### src/rtl/alu8_pkg.sv
// Shared types and helpers for the 8-bit "ALU A,n" execution block.
// Holds the op and FSM encodings, the F-register bit positions and the parity/decode helpers.
package alu8_pkg;

  typedef enum logic [2:0] {
    OP_ADD = 3'd0,
    OP_ADC = 3'd1,
    OP_SUB = 3'd2,
    OP_SBC = 3'd3,
    OP_AND = 3'd4,
    OP_OR  = 3'd5,
    OP_XOR = 3'd6,
    OP_CP  = 3'd7
  } op_e;

  typedef enum logic [1:0] {
    ST_IDLE = 2'd0,
    ST_OPND = 2'd1,
    ST_EXEC = 2'd2,
    ST_WB   = 2'd3
  } state_e;

  localparam int FLAG_C  = 0;
  localparam int FLAG_N  = 1;
  localparam int FLAG_PV = 2;
  localparam int FLAG_X  = 3;
  localparam int FLAG_H  = 4;
  localparam int FLAG_Y  = 5;
  localparam int FLAG_Z  = 6;
  localparam int FLAG_S  = 7;

  // 1 when the byte holds an even number of set bits.
  function automatic logic parity_even(input logic [7:0] v);
    return ~(^v);
  endfunction

  // Strobe order is {ADD, ADC, SUB, SBC, AND, OR, XOR}; SUB without write-A is a compare.
  function automatic op_e decode_op(input logic [6:0] strobes, input logic write_a);
    op_e op;
    if (strobes[6]) begin
      op = OP_ADD;
    end else if (strobes[5]) begin
      op = OP_ADC;
    end else if (strobes[4]) begin
      if (write_a) begin
        op = OP_SUB;
      end else begin
        op = OP_CP;
      end
    end else if (strobes[3]) begin
      op = OP_SBC;
    end else if (strobes[2]) begin
      op = OP_AND;
    end else if (strobes[1]) begin
      op = OP_OR;
    end else begin
      op = OP_XOR;
    end
    return op;
  endfunction

endpackage

### src/rtl/alu8_flag_calc.sv
// Combinational result and Z80 flag generation for one ALU A,n operation.
import alu8_pkg::*;

module alu8_flag_calc #(
  parameter bit CP_XY_FROM_N = 1'b1
) (
  input  op_e        op,
  input  logic [7:0] a,
  input  logic [7:0] n,
  input  logic       cin,
  output logic [7:0] r,
  output logic [7:0] f
);

  logic       c_s;
  logic [8:0] wide_s;
  logic [4:0] nib_s;
  logic       h_s;
  logic       cy_s;
  logic       pv_s;
  logic       sub_s;
  logic [7:0] xy_s;

  // Arithmetic/logic core: bit 8 of wide_s and bit 4 of nib_s carry the carry/borrow outs.
  always_comb begin
    c_s    = 1'b0;
    wide_s = 9'd0;
    nib_s  = 5'd0;
    h_s    = 1'b0;
    cy_s   = 1'b0;
    pv_s   = 1'b0;
    sub_s  = 1'b0;
    if (op == OP_ADC || op == OP_SBC) begin
      c_s = cin;
    end else begin
      c_s = 1'b0;
    end
    case (op)
      OP_ADD, OP_ADC: begin
        wide_s = {1'b0, a} + {1'b0, n} + {8'd0, c_s};
        nib_s  = {1'b0, a[3:0]} + {1'b0, n[3:0]} + {4'd0, c_s};
        h_s    = nib_s[4];
        cy_s   = wide_s[8];
        pv_s   = (a[7] == n[7]) && (wide_s[7] != a[7]);
      end
      OP_SUB, OP_SBC, OP_CP: begin
        wide_s = {1'b0, a} - {1'b0, n} - {8'd0, c_s};
        nib_s  = {1'b0, a[3:0]} - {1'b0, n[3:0]} - {4'd0, c_s};
        h_s    = nib_s[4];
        cy_s   = wide_s[8];
        pv_s   = (a[7] != n[7]) && (wide_s[7] != a[7]);
        sub_s  = 1'b1;
      end
      OP_AND: begin
        wide_s = {1'b0, a & n};
        h_s    = 1'b1;
        pv_s   = parity_even(a & n);
      end
      OP_OR: begin
        wide_s = {1'b0, a | n};
        pv_s   = parity_even(a | n);
      end
      OP_XOR: begin
        wide_s = {1'b0, a ^ n};
        pv_s   = parity_even(a ^ n);
      end
      default: begin
        wide_s = 9'd0;
      end
    endcase
  end

  // Flag assembly; a compare may take the undocumented X/Y bits from the operand.
  always_comb begin
    f = 8'd0;
    r = wide_s[7:0];
    if (op == OP_CP && CP_XY_FROM_N) begin
      xy_s = n;
    end else begin
      xy_s = wide_s[7:0];
    end
    f[FLAG_S]  = wide_s[7];
    f[FLAG_Z]  = (wide_s[7:0] == 8'd0);
    f[FLAG_Y]  = xy_s[5];
    f[FLAG_H]  = h_s;
    f[FLAG_X]  = xy_s[3];
    f[FLAG_PV] = pv_s;
    f[FLAG_N]  = sub_s;
    f[FLAG_C]  = cy_s;
  end

endmodule

### src/rtl/alu8_imm_exec.sv
// Executes a decoded "ALU A,n": fetches the immediate over req/valid, computes, writes back A/F.
import alu8_pkg::*;

module alu8_imm_exec #(
  parameter int TIMEOUT      = 16,
  parameter bit CP_XY_FROM_N = 1'b1
) (
  input  logic       CLK,
  input  logic       notRESET,
  input  logic       start,
  input  logic       PA_ADD,
  input  logic       PA_ADC,
  input  logic       PA_SUB,
  input  logic       PA_SBC,
  input  logic       PA_AND,
  input  logic       PA_OR,
  input  logic       PA_XOR,
  input  logic       PR_Write_A,
  input  logic [7:0] A_in,
  input  logic [7:0] F_in,
  output logic       n_req,
  input  logic       n_valid,
  input  logic [7:0] n_data,
  output logic [7:0] A_out,
  output logic       A_we,
  output logic [7:0] F_out,
  output logic       F_we,
  output logic       busy,
  output logic       done,
  output logic       err
);

  localparam int          CW        = (TIMEOUT > 1) ? $clog2(TIMEOUT + 1) : 1;
  localparam logic [31:0] TIMEOUT_U = 32'(TIMEOUT);

  state_e         state_r, state_s;
  op_e            op_r, op_s;
  logic [7:0]     a_r, a_s, n_r, n_s;
  logic           cin_r, cin_s;
  logic [CW-1:0]  cnt_r, cnt_s;
  logic [7:0]     a_out_r, a_out_s, f_out_r, f_out_s;
  logic           n_req_r, n_req_s, a_we_r, a_we_s, f_we_r, f_we_s;
  logic           busy_r, busy_s, done_r, done_s, err_r, err_s;
  logic [6:0]     strobes_s;
  logic           legal_s;
  logic           timeout_hit_s;
  logic [7:0]     res_s, flags_s;
  logic           unused_s;

  // Only the carry bit of the incoming flags matters here.
  assign unused_s      = ^F_in[7:1];
  assign strobes_s     = {PA_ADD, PA_ADC, PA_SUB, PA_SBC, PA_AND, PA_OR, PA_XOR};
  assign legal_s       = ($countones(strobes_s) == 1);
  assign timeout_hit_s = (TIMEOUT_U != 32'd0) && ((32'(cnt_r) + 32'd1) == TIMEOUT_U);

  alu8_flag_calc #(
    .CP_XY_FROM_N(CP_XY_FROM_N)
  ) u_flag_calc (
    .op  (op_r),
    .a   (a_r),
    .n   (n_r),
    .cin (cin_r),
    .r   (res_s),
    .f   (flags_s)
  );

  // Next-state and next-output logic; strobes default low so they pulse for one cycle.
  always_comb begin
    state_s = state_r;
    op_s    = op_r;
    a_s     = a_r;
    n_s     = n_r;
    cin_s   = cin_r;
    cnt_s   = cnt_r;
    a_out_s = a_out_r;
    f_out_s = f_out_r;
    n_req_s = 1'b0;
    a_we_s  = 1'b0;
    f_we_s  = 1'b0;
    done_s  = 1'b0;
    err_s   = 1'b0;
    case (state_r)
      ST_IDLE: begin
        if (start) begin
          if (legal_s) begin
            op_s    = decode_op(strobes_s, PR_Write_A);
            a_s     = A_in;
            cin_s   = F_in[0];
            cnt_s   = {CW{1'b0}};
            n_req_s = 1'b1;
            state_s = ST_OPND;
          end else begin
            err_s  = 1'b1;
            done_s = 1'b1;
          end
        end else begin
          state_s = ST_IDLE;
        end
      end
      ST_OPND: begin
        if (n_valid) begin
          n_s     = n_data;
          state_s = ST_EXEC;
        end else if (timeout_hit_s) begin
          err_s   = 1'b1;
          done_s  = 1'b1;
          state_s = ST_IDLE;
        end else begin
          n_req_s = 1'b1;
          cnt_s   = cnt_r + CW'(1);
        end
      end
      ST_EXEC: begin
        a_out_s = res_s;
        f_out_s = flags_s;
        f_we_s  = 1'b1;
        done_s  = 1'b1;
        a_we_s  = (op_r != OP_CP);
        state_s = ST_WB;
      end
      ST_WB: begin
        state_s = ST_IDLE;
      end
      default: begin
        state_s = ST_IDLE;
      end
    endcase
    busy_s = (state_s != ST_IDLE);
  end

  // State, latched operands and registered outputs; reset abandons any operation in flight.
  always_ff @(posedge CLK or negedge notRESET) begin
    if (!notRESET) begin
      state_r <= ST_IDLE;
      op_r    <= OP_ADD;
      a_r     <= 8'd0;
      n_r     <= 8'd0;
      cin_r   <= 1'b0;
      cnt_r   <= {CW{1'b0}};
      a_out_r <= 8'd0;
      f_out_r <= 8'd0;
      n_req_r <= 1'b0;
      a_we_r  <= 1'b0;
      f_we_r  <= 1'b0;
      busy_r  <= 1'b0;
      done_r  <= 1'b0;
      err_r   <= 1'b0;
    end else begin
      state_r <= state_s;
      op_r    <= op_s;
      a_r     <= a_s;
      n_r     <= n_s;
      cin_r   <= cin_s;
      cnt_r   <= cnt_s;
      a_out_r <= a_out_s;
      f_out_r <= f_out_s;
      n_req_r <= n_req_s;
      a_we_r  <= a_we_s;
      f_we_r  <= f_we_s;
      busy_r  <= busy_s;
      done_r  <= done_s;
      err_r   <= err_s;
    end
  end

  assign n_req = n_req_r;
  assign A_out = a_out_r;
  assign A_we  = a_we_r;
  assign F_out = f_out_r;
  assign F_we  = f_we_r;
  assign busy  = busy_r;
  assign done  = done_r;
  assign err   = err_r;

endmodule

### config.mk
export PLATFORM = sky130hd
export DESIGN_NAME = alu8_imm_exec
export DESIGN_NICKNAME = d
export VERILOG_FILES = /design/src/rtl/alu8_pkg.sv /design/src/rtl/alu8_flag_calc.sv /design/src/rtl/alu8_imm_exec.sv
export SDC_FILE = /design/constraint.sdc
export NUM_CORES = 1
export LEC_CHECK = 0
export ABC_AREA = 1
export BUFFER_PORTS_ARGS = -buffer_cell sky130_fd_sc_hd__buf_2
export CAP_MARGIN = 10
export CORE_AREA = 2 2 91 93
export CTS_BUF_LIST = sky130_fd_sc_hd__clkbuf_4
export DETAILED_ROUTE_END_ITERATION = 10
export DIE_AREA = 0 0 93 95
export GPL_ROUTABILITY_DRIVEN = 0
export GPL_TIMING_DRIVEN = 0
export PLACE_DENSITY = 0.73
export SLEW_MARGIN = 20
export SYNTH_ARGS = -nofsm -noshare
export SYNTH_HDL_FRONTEND = slang
export SYNTH_SLANG_ARGS = --single-unit
export TNS_END_PERCENT = 10
### constraint.sdc
create_clock -name CLK -period 7.4 [get_ports CLK]
set_input_delay 0.37 -clock CLK [delete_from_list [all_inputs] [get_ports CLK]]
set_output_delay 0.37 -clock CLK [all_outputs]
set_load 0.005 [all_outputs]
== Yosys cells after proc, flatten, opt, wreduce, memory -nomap -nowiden ==
Index checks and enable logic that the tools add are counted.
Storage, ports and cells
  bits in registers: 49
  latch bits: 0
  RAM bits: 0
  bits in read-only memories: 0
  input port bits: 36
  output and inout bits: 22
  logic and storage cells: 110
  memories kept: 0
Operators by class
  add/sub/neg operators: 16
  multiply operators: 0
  div/mod/pow operators: 0
  magnitude comparators: 0
  equality and inequality tests: 21
  shift-type cells: 0
  muxes and demuxes: 37
  bitwise gates (word level): 6
  reductions and logical operators: 16
Operator list (number)
  8-bit one-hot mux with 5 select lines: 1
  8-bit XOR reduction: 3
  5-bit 2-to-1 mux: 4
  3-bit 2-to-1 mux: 5
  3-bit == test (second input constant): 4
  1-bit 2-to-1 mux: 12
  2-bit 2-to-1 mux: 6
  5-bit one-hot mux with 2 select lines: 1
  8-bit by 8-bit adder with 9-bit output: 1
  9-bit by 1-bit adder with 9-bit output: 1
  8-bit by 8-bit subtractor with 9-bit output: 1
  9-bit by 1-bit subtractor with 9-bit output: 1
  8-bit bitwise AND: 1
  8-bit zero test: 1
  2-bit != test (second input constant): 4
  8-bit OR: 1
  2-bit one-hot mux with 4 select lines: 1
  8-bit bitwise XOR: 1
  1-bit by 1-bit adder with 2-bit output: 3
  5-bit by 1-bit adder with 6-bit output (second input constant): 1
  3-bit by 2-bit == test with 1-bit output (second input constant): 2
  6-bit by 5-bit == test with 1-bit output (second input constant): 1
  6-bit 2-to-1 mux: 1
  1-bit one-hot mux with 2 select lines: 3
  28 further kinds: 36

== Longest topological paths before layout ==
  word-level depth: 8
  gate-level depth with buffers: 19
  gate-level depth less buffers: 19

== Cells and area by module ==
A second synthesis with hierarchy kept.
Second synthesis, totals
  cells, all modules: 549
  area total of the unflattened synthesis: 3995.1 µm²
By module, submodules not included
  alu8_imm_exec: times used 1, cells each 230, area an instance 2174.6 µm², sequential area each 1226.2 µm²
  alu8_flag_calc: times used 1, cells each 319, area an instance 1820.5 µm², sequential area each 0.0 µm²

== Worst setup path after synthesis ==
No wires, ideal clock.
  kind: input-to-reg
  start point: input PA_ADD
  end point: register busy_r (netlist: busy)
  library setup time: 138 ps
  arrival time: 2754 ps
  data required time: 7262 ps
  setup slack: 4508 ps
  cell stages on the path: 13
  buffers on the path: 0
  cells stage by stage: fa_1 -> inv_1 -> fa_1 -> inv_1 -> fa_1 -> inv_1 -> fa_1 -> nand3_1 -> nor2_1 -> inv_1 -> nand2_4 -> inv_2 -> nand3_1
On the way
  longest elaborated chain between the ends: 7
RTL lines
  start: declaration: RTL line alu8_imm_exec.sv:11  | input logic PA_ADD,
  2-bit by 1-bit adder with 3-bit output (implied by the code): RTL line alu8_imm_exec.sv:53  | assign legal_s = ($countones(strobes_s) == 1);
  3-bit by 3-bit adder with 4-bit output (implied by the code): RTL line alu8_imm_exec.sv:53
  4-bit by 1-bit == test with 1-bit output: RTL line alu8_imm_exec.sv:53
  2-bit 2-to-1 mux: RTL line alu8_imm_exec.sv:85  | if (legal_s) begin
  2-bit 2-to-1 mux: RTL line alu8_imm_exec.sv:84  | if (start) begin
  2-bit one-hot mux with 4 select lines: RTL line alu8_imm_exec.sv:82  | case (state_r)
  2-bit nonzero test: RTL line alu8_imm_exec.sv:128  | busy_s = (state_s != ST_IDLE);
  net busy_s: RTL line alu8_imm_exec.sv:43  | logic busy_r, busy_s, done_r, done_s, err_r, err_s;
  end signal: assignment: RTL line alu8_imm_exec.sv:160  | busy_r <= busy_s;
  end: declaration: RTL line alu8_imm_exec.sv:43
The timed path passes the listed nets, and every way through them passes these cells.
A chain may end at the register's enable or synchronous reset.

== Worst setup path in the final report ==
  start point: register op_r[0]
  end point: register f_out_r[6] (netlist: F_out[6])
On the way
  longest elaborated chain between the ends: 6
  elaborated cells between the ends (all ways): 16
  classes of those cells: 2 x add/sub; 7 x eq/ne; 2 x mux; 5 x reduce/logical
RTL lines
  start: declaration: RTL line alu8_imm_exec.sv:37  | op_e op_r, op_s;
  start signal: assignment: RTL line alu8_imm_exec.sv:150  | op_r <= op_s;
  3-bit by 1-bit == test with 1-bit output / 3-bit by 2-bit == test with 1-bit output (equally long branches): RTL line alu8_flag_calc.sv:33, alu8_flag_calc.sv:38
  1-bit logical OR: RTL line alu8_flag_calc.sv:33  | if (op == OP_ADC || op == OP_SBC) begin
  1-bit 2-to-1 mux: RTL line alu8_flag_calc.sv:33
  9-bit by 1-bit subtractor with 9-bit output / 9-bit by 1-bit adder with 9-bit output (equally long branches): RTL line alu8_flag_calc.sv:47, alu8_flag_calc.sv:40
  8-bit one-hot mux with 5 select lines (*): RTL line alu8_flag_calc.sv:38  | case (op)
  8-bit zero test (*): RTL line alu8_flag_calc.sv:83  | f[FLAG_Z] = (wide_s[7:0] == 8'd0);
  end signal: assignment: RTL line alu8_imm_exec.sv:156  | f_out_r <= f_out_s;
  end: declaration: RTL line alu8_imm_exec.sv:41  | logic [7:0] a_out_r, a_out_s, f_out_r, f_out_s;
Mark *: on every way between the ends. The rest lies on a longest branch, timed or not.

==> impl_metrics.yaml <==
run_status:
  outcome: "finished, violations left"
  violations: "hold timing"
flow_run:
  cap_violations: 0
clocking:
  post_cts_resized: 0
  post-cts-setup-buffers: 0
  path_clk_slew_ps: 150
  postCtsHoldBufs: 0
  h-tree-depth: 2
  cts.sinks: 48
  cts_buffers: 5
  root_buffer: "clkbuf_4"
  clk_latency_ps: 380
  cts_tree: "built"
  clockBufferDepth: 2
sta:
  period_share: 0.407
  period_minus_slack_ps: 3010
  clock.fmax_mhz: 332
  slew_headroom: 0.596
  setup_viol: 0
  hold_ws_ps: -18.2
  fin_setup_tns_ps: 0
  final_hold_viol_count: 38
  grt_setup_unrepaired: "no"
  finClkSkew_ps: 12.7
  tightest_slew_ps: 606
  slew_viol_final: 0
drt:
  vias: 3468
  drc: 0
  vias_per_cell: 5.15
  routed_wl_um: 9080
  post_drt_wl_per_cell_um: 13.5
  postRouteAntennaNets: 0
  drtIter0Drc: 209
  drtPass1Iterations: 5
final_layout:
  final_area_sq_um: 4280
  drive_gt1_frac: 0.167
  fill_cells: 794
  n_antenna_cell: 0
  syn2layout_area_growth_pct: 12.3
  nets: 646
synth:
  yosysSeqAreaShare: 0.315
  synth-seq-cells: 48
  syn_nets: 589
  synth_ff_type: "dfrtp_1"
  synth.largest_area_cell: "dfrtp_1"
  synthTopCellsByArea: "dfrtp_1, nand2_1, ha_1"
  syn_inst: 511
  synth-edff-count: 0
  syn_area_sq_um: 3810
  yosys_warnings: 0
  synth.top_cell.area_share: 0.315
  synth-async-reset-ratio: 1.00
  ys_types: 41
  syn_avg_cell_area_sq_um: 7.46
placed_design:
  place_area_sq_um: 4190
  hpwl_um: 7260
  port_buffers: 50
die:
  dieArea_sq_um: 8840
  initial_core_util: 0.481
  die_w_um: 93
  num_io_pins: 58
  core_area_sq_um: 7930
  die_h_um: 95
  row_count: 33
global_routing:
  antenna_found_initial: 0
  grt_overflow_total: 0
  grt_pass1_vias: 3328
  grt_max_degree: 49
  use_met1: 0.276
  grtUsageMet3: 0.0335
  top_usage_layer: "met2"
  grt_use_total: 0.218
  grt_pass1_wl_um: 15300
  grtUsageMet2: 0.389
setup_path:
  end_kind: "flop"
  cp_data_required_time_ps: 7720
  worstSetupPathType: "reg -> reg"
  arrival_ps: 3340
  start_kind: "flop"
  critPathMaxFanout: 5
hold_path:
  hp-class: "in -> async"
[sequential cells by signal, indices dropped and copies added, names as in the netlist]
signal	flops
state_r	2
err	1
n_r	8
cnt_r	5
n_req	1
F_we	1
cin_r	1
A_we	1
a_r	8
done	1
F_out	7
A_out	8
busy	1
op_r	3
[routing by layer]
metal  vias up  routed length (um)
li1       1721                   -
met1      1625                3830
met2       112                4560
met3        10                 586
met4         0                 101
met5         -                   0
[critical path: stages, from the launching register on]
cell and delay [ps]:
dfrtp_1 460, inv_2 120, nor3_1 370, inv_1 110
fa_1 430, fa_1 410, inv_1 90, nand2_1 80
nand3_1 150, nand2_1 110, nand2_1 100, nand2_1 60
nand3_1 80, nand3_1 130, nor2_1 140, nand4_1 90
nand2_1 60
[path summary, 6_finish.rpt]
kind,startpoint,to,slack [ps],cells past startpoint
max in group asynchronous,notRESET,n_r[4],7010,1
setup / recovery,op_r[0],F_out[6],4390,16
hold / removal,notRESET,A_out[0],-20,1
min in group CLK,A_in[5],a_r[5],190,3
hold reg to reg,A_out[6],A_out[6],490,2
setup reg to reg,op_r[0],F_out[6],4390,16
[synthesized netlist by cell type, types with 3 or more instances]
cell type and count:
a21oi_1 26, buf_6 3, clkbuf_1 4, dfrtp_1 48, fa_1 8, ha_1 34
inv_1 75, inv_2 7, nand2_1 133, nand2_2 3, nand2_4 3, nand2b_1 3
nand3_1 35, nand3_2 3, nand4_1 8, nor2_1 40, nor2_2 3, nor2_4 3
o21ai_0 21, o21ai_1 6, o22ai_1 4, xnor2_1 14, xor2_1 4
[cell usage in the layout (no fill, tap or decap), types with 4 or more instances in the layout]
master,count
buf_2,50
xor2_1,4
inv_2,7
ha_1,34
nor2_1,40
xnor2_1,14
dfrtp_1,48
inv_1,75
o22ai_1,4
clkbuf_4,5
nand2_1,133
nand3_1,35
a21oi_1,26
fa_1,8
o21ai_0,21
clkbuf_1,4
nand4_1,8
o21ai_1,6
[through the flow]
stage	worst slack, ps	utilization	hold slack, ps	instances
finish	4390	0.540	-18.2	674
global route	4180	0.540	42.0	674
CTS	4380	0.540	180	674
detailed placement	3970	0.529	466	666
global placement	4100	0.529	460	666
floorplan	4510	-	74.4	511
[cells by family (layout without fill, tap and decap cells)]
| logic type | after synthesis | in the layout | synth area share |
|---|---|---|---|
| buffers and inverters | 93 | 151 | 0.100 |
| adder cells (fa/ha/maj) | 42 | 42 | 0.154 |
| flip-flops | 48 | 48 | 0.315 |
| XOR/XNOR | 18 | 18 | 0.0414 |
| AO/OA/AOI/OAI | 66 | 66 | 0.0949 |
| AND/OR/NAND/NOR | 244 | 244 | 0.294 |
[cell type report]
cell class / count / area, sq um / share of cell area
clock buffer: 5 / 37.5 / 0.00877
timing repair buffer: 50 / 253 / 0.0590
inverter: 83 / 314 / 0.0734
buffer: 10 / 68.8 / 0.0161
sequential: 48 / 1200 / 0.281
tap: 105 / 131 / 0.0307
multi-input combinational: 370 / 2230 / 0.520
clock inverter: 3 / 47.5 / 0.0111
Power is not shown: default switching activity piles up to over one toggle a cycle in this logic, so the estimate is an artifact.
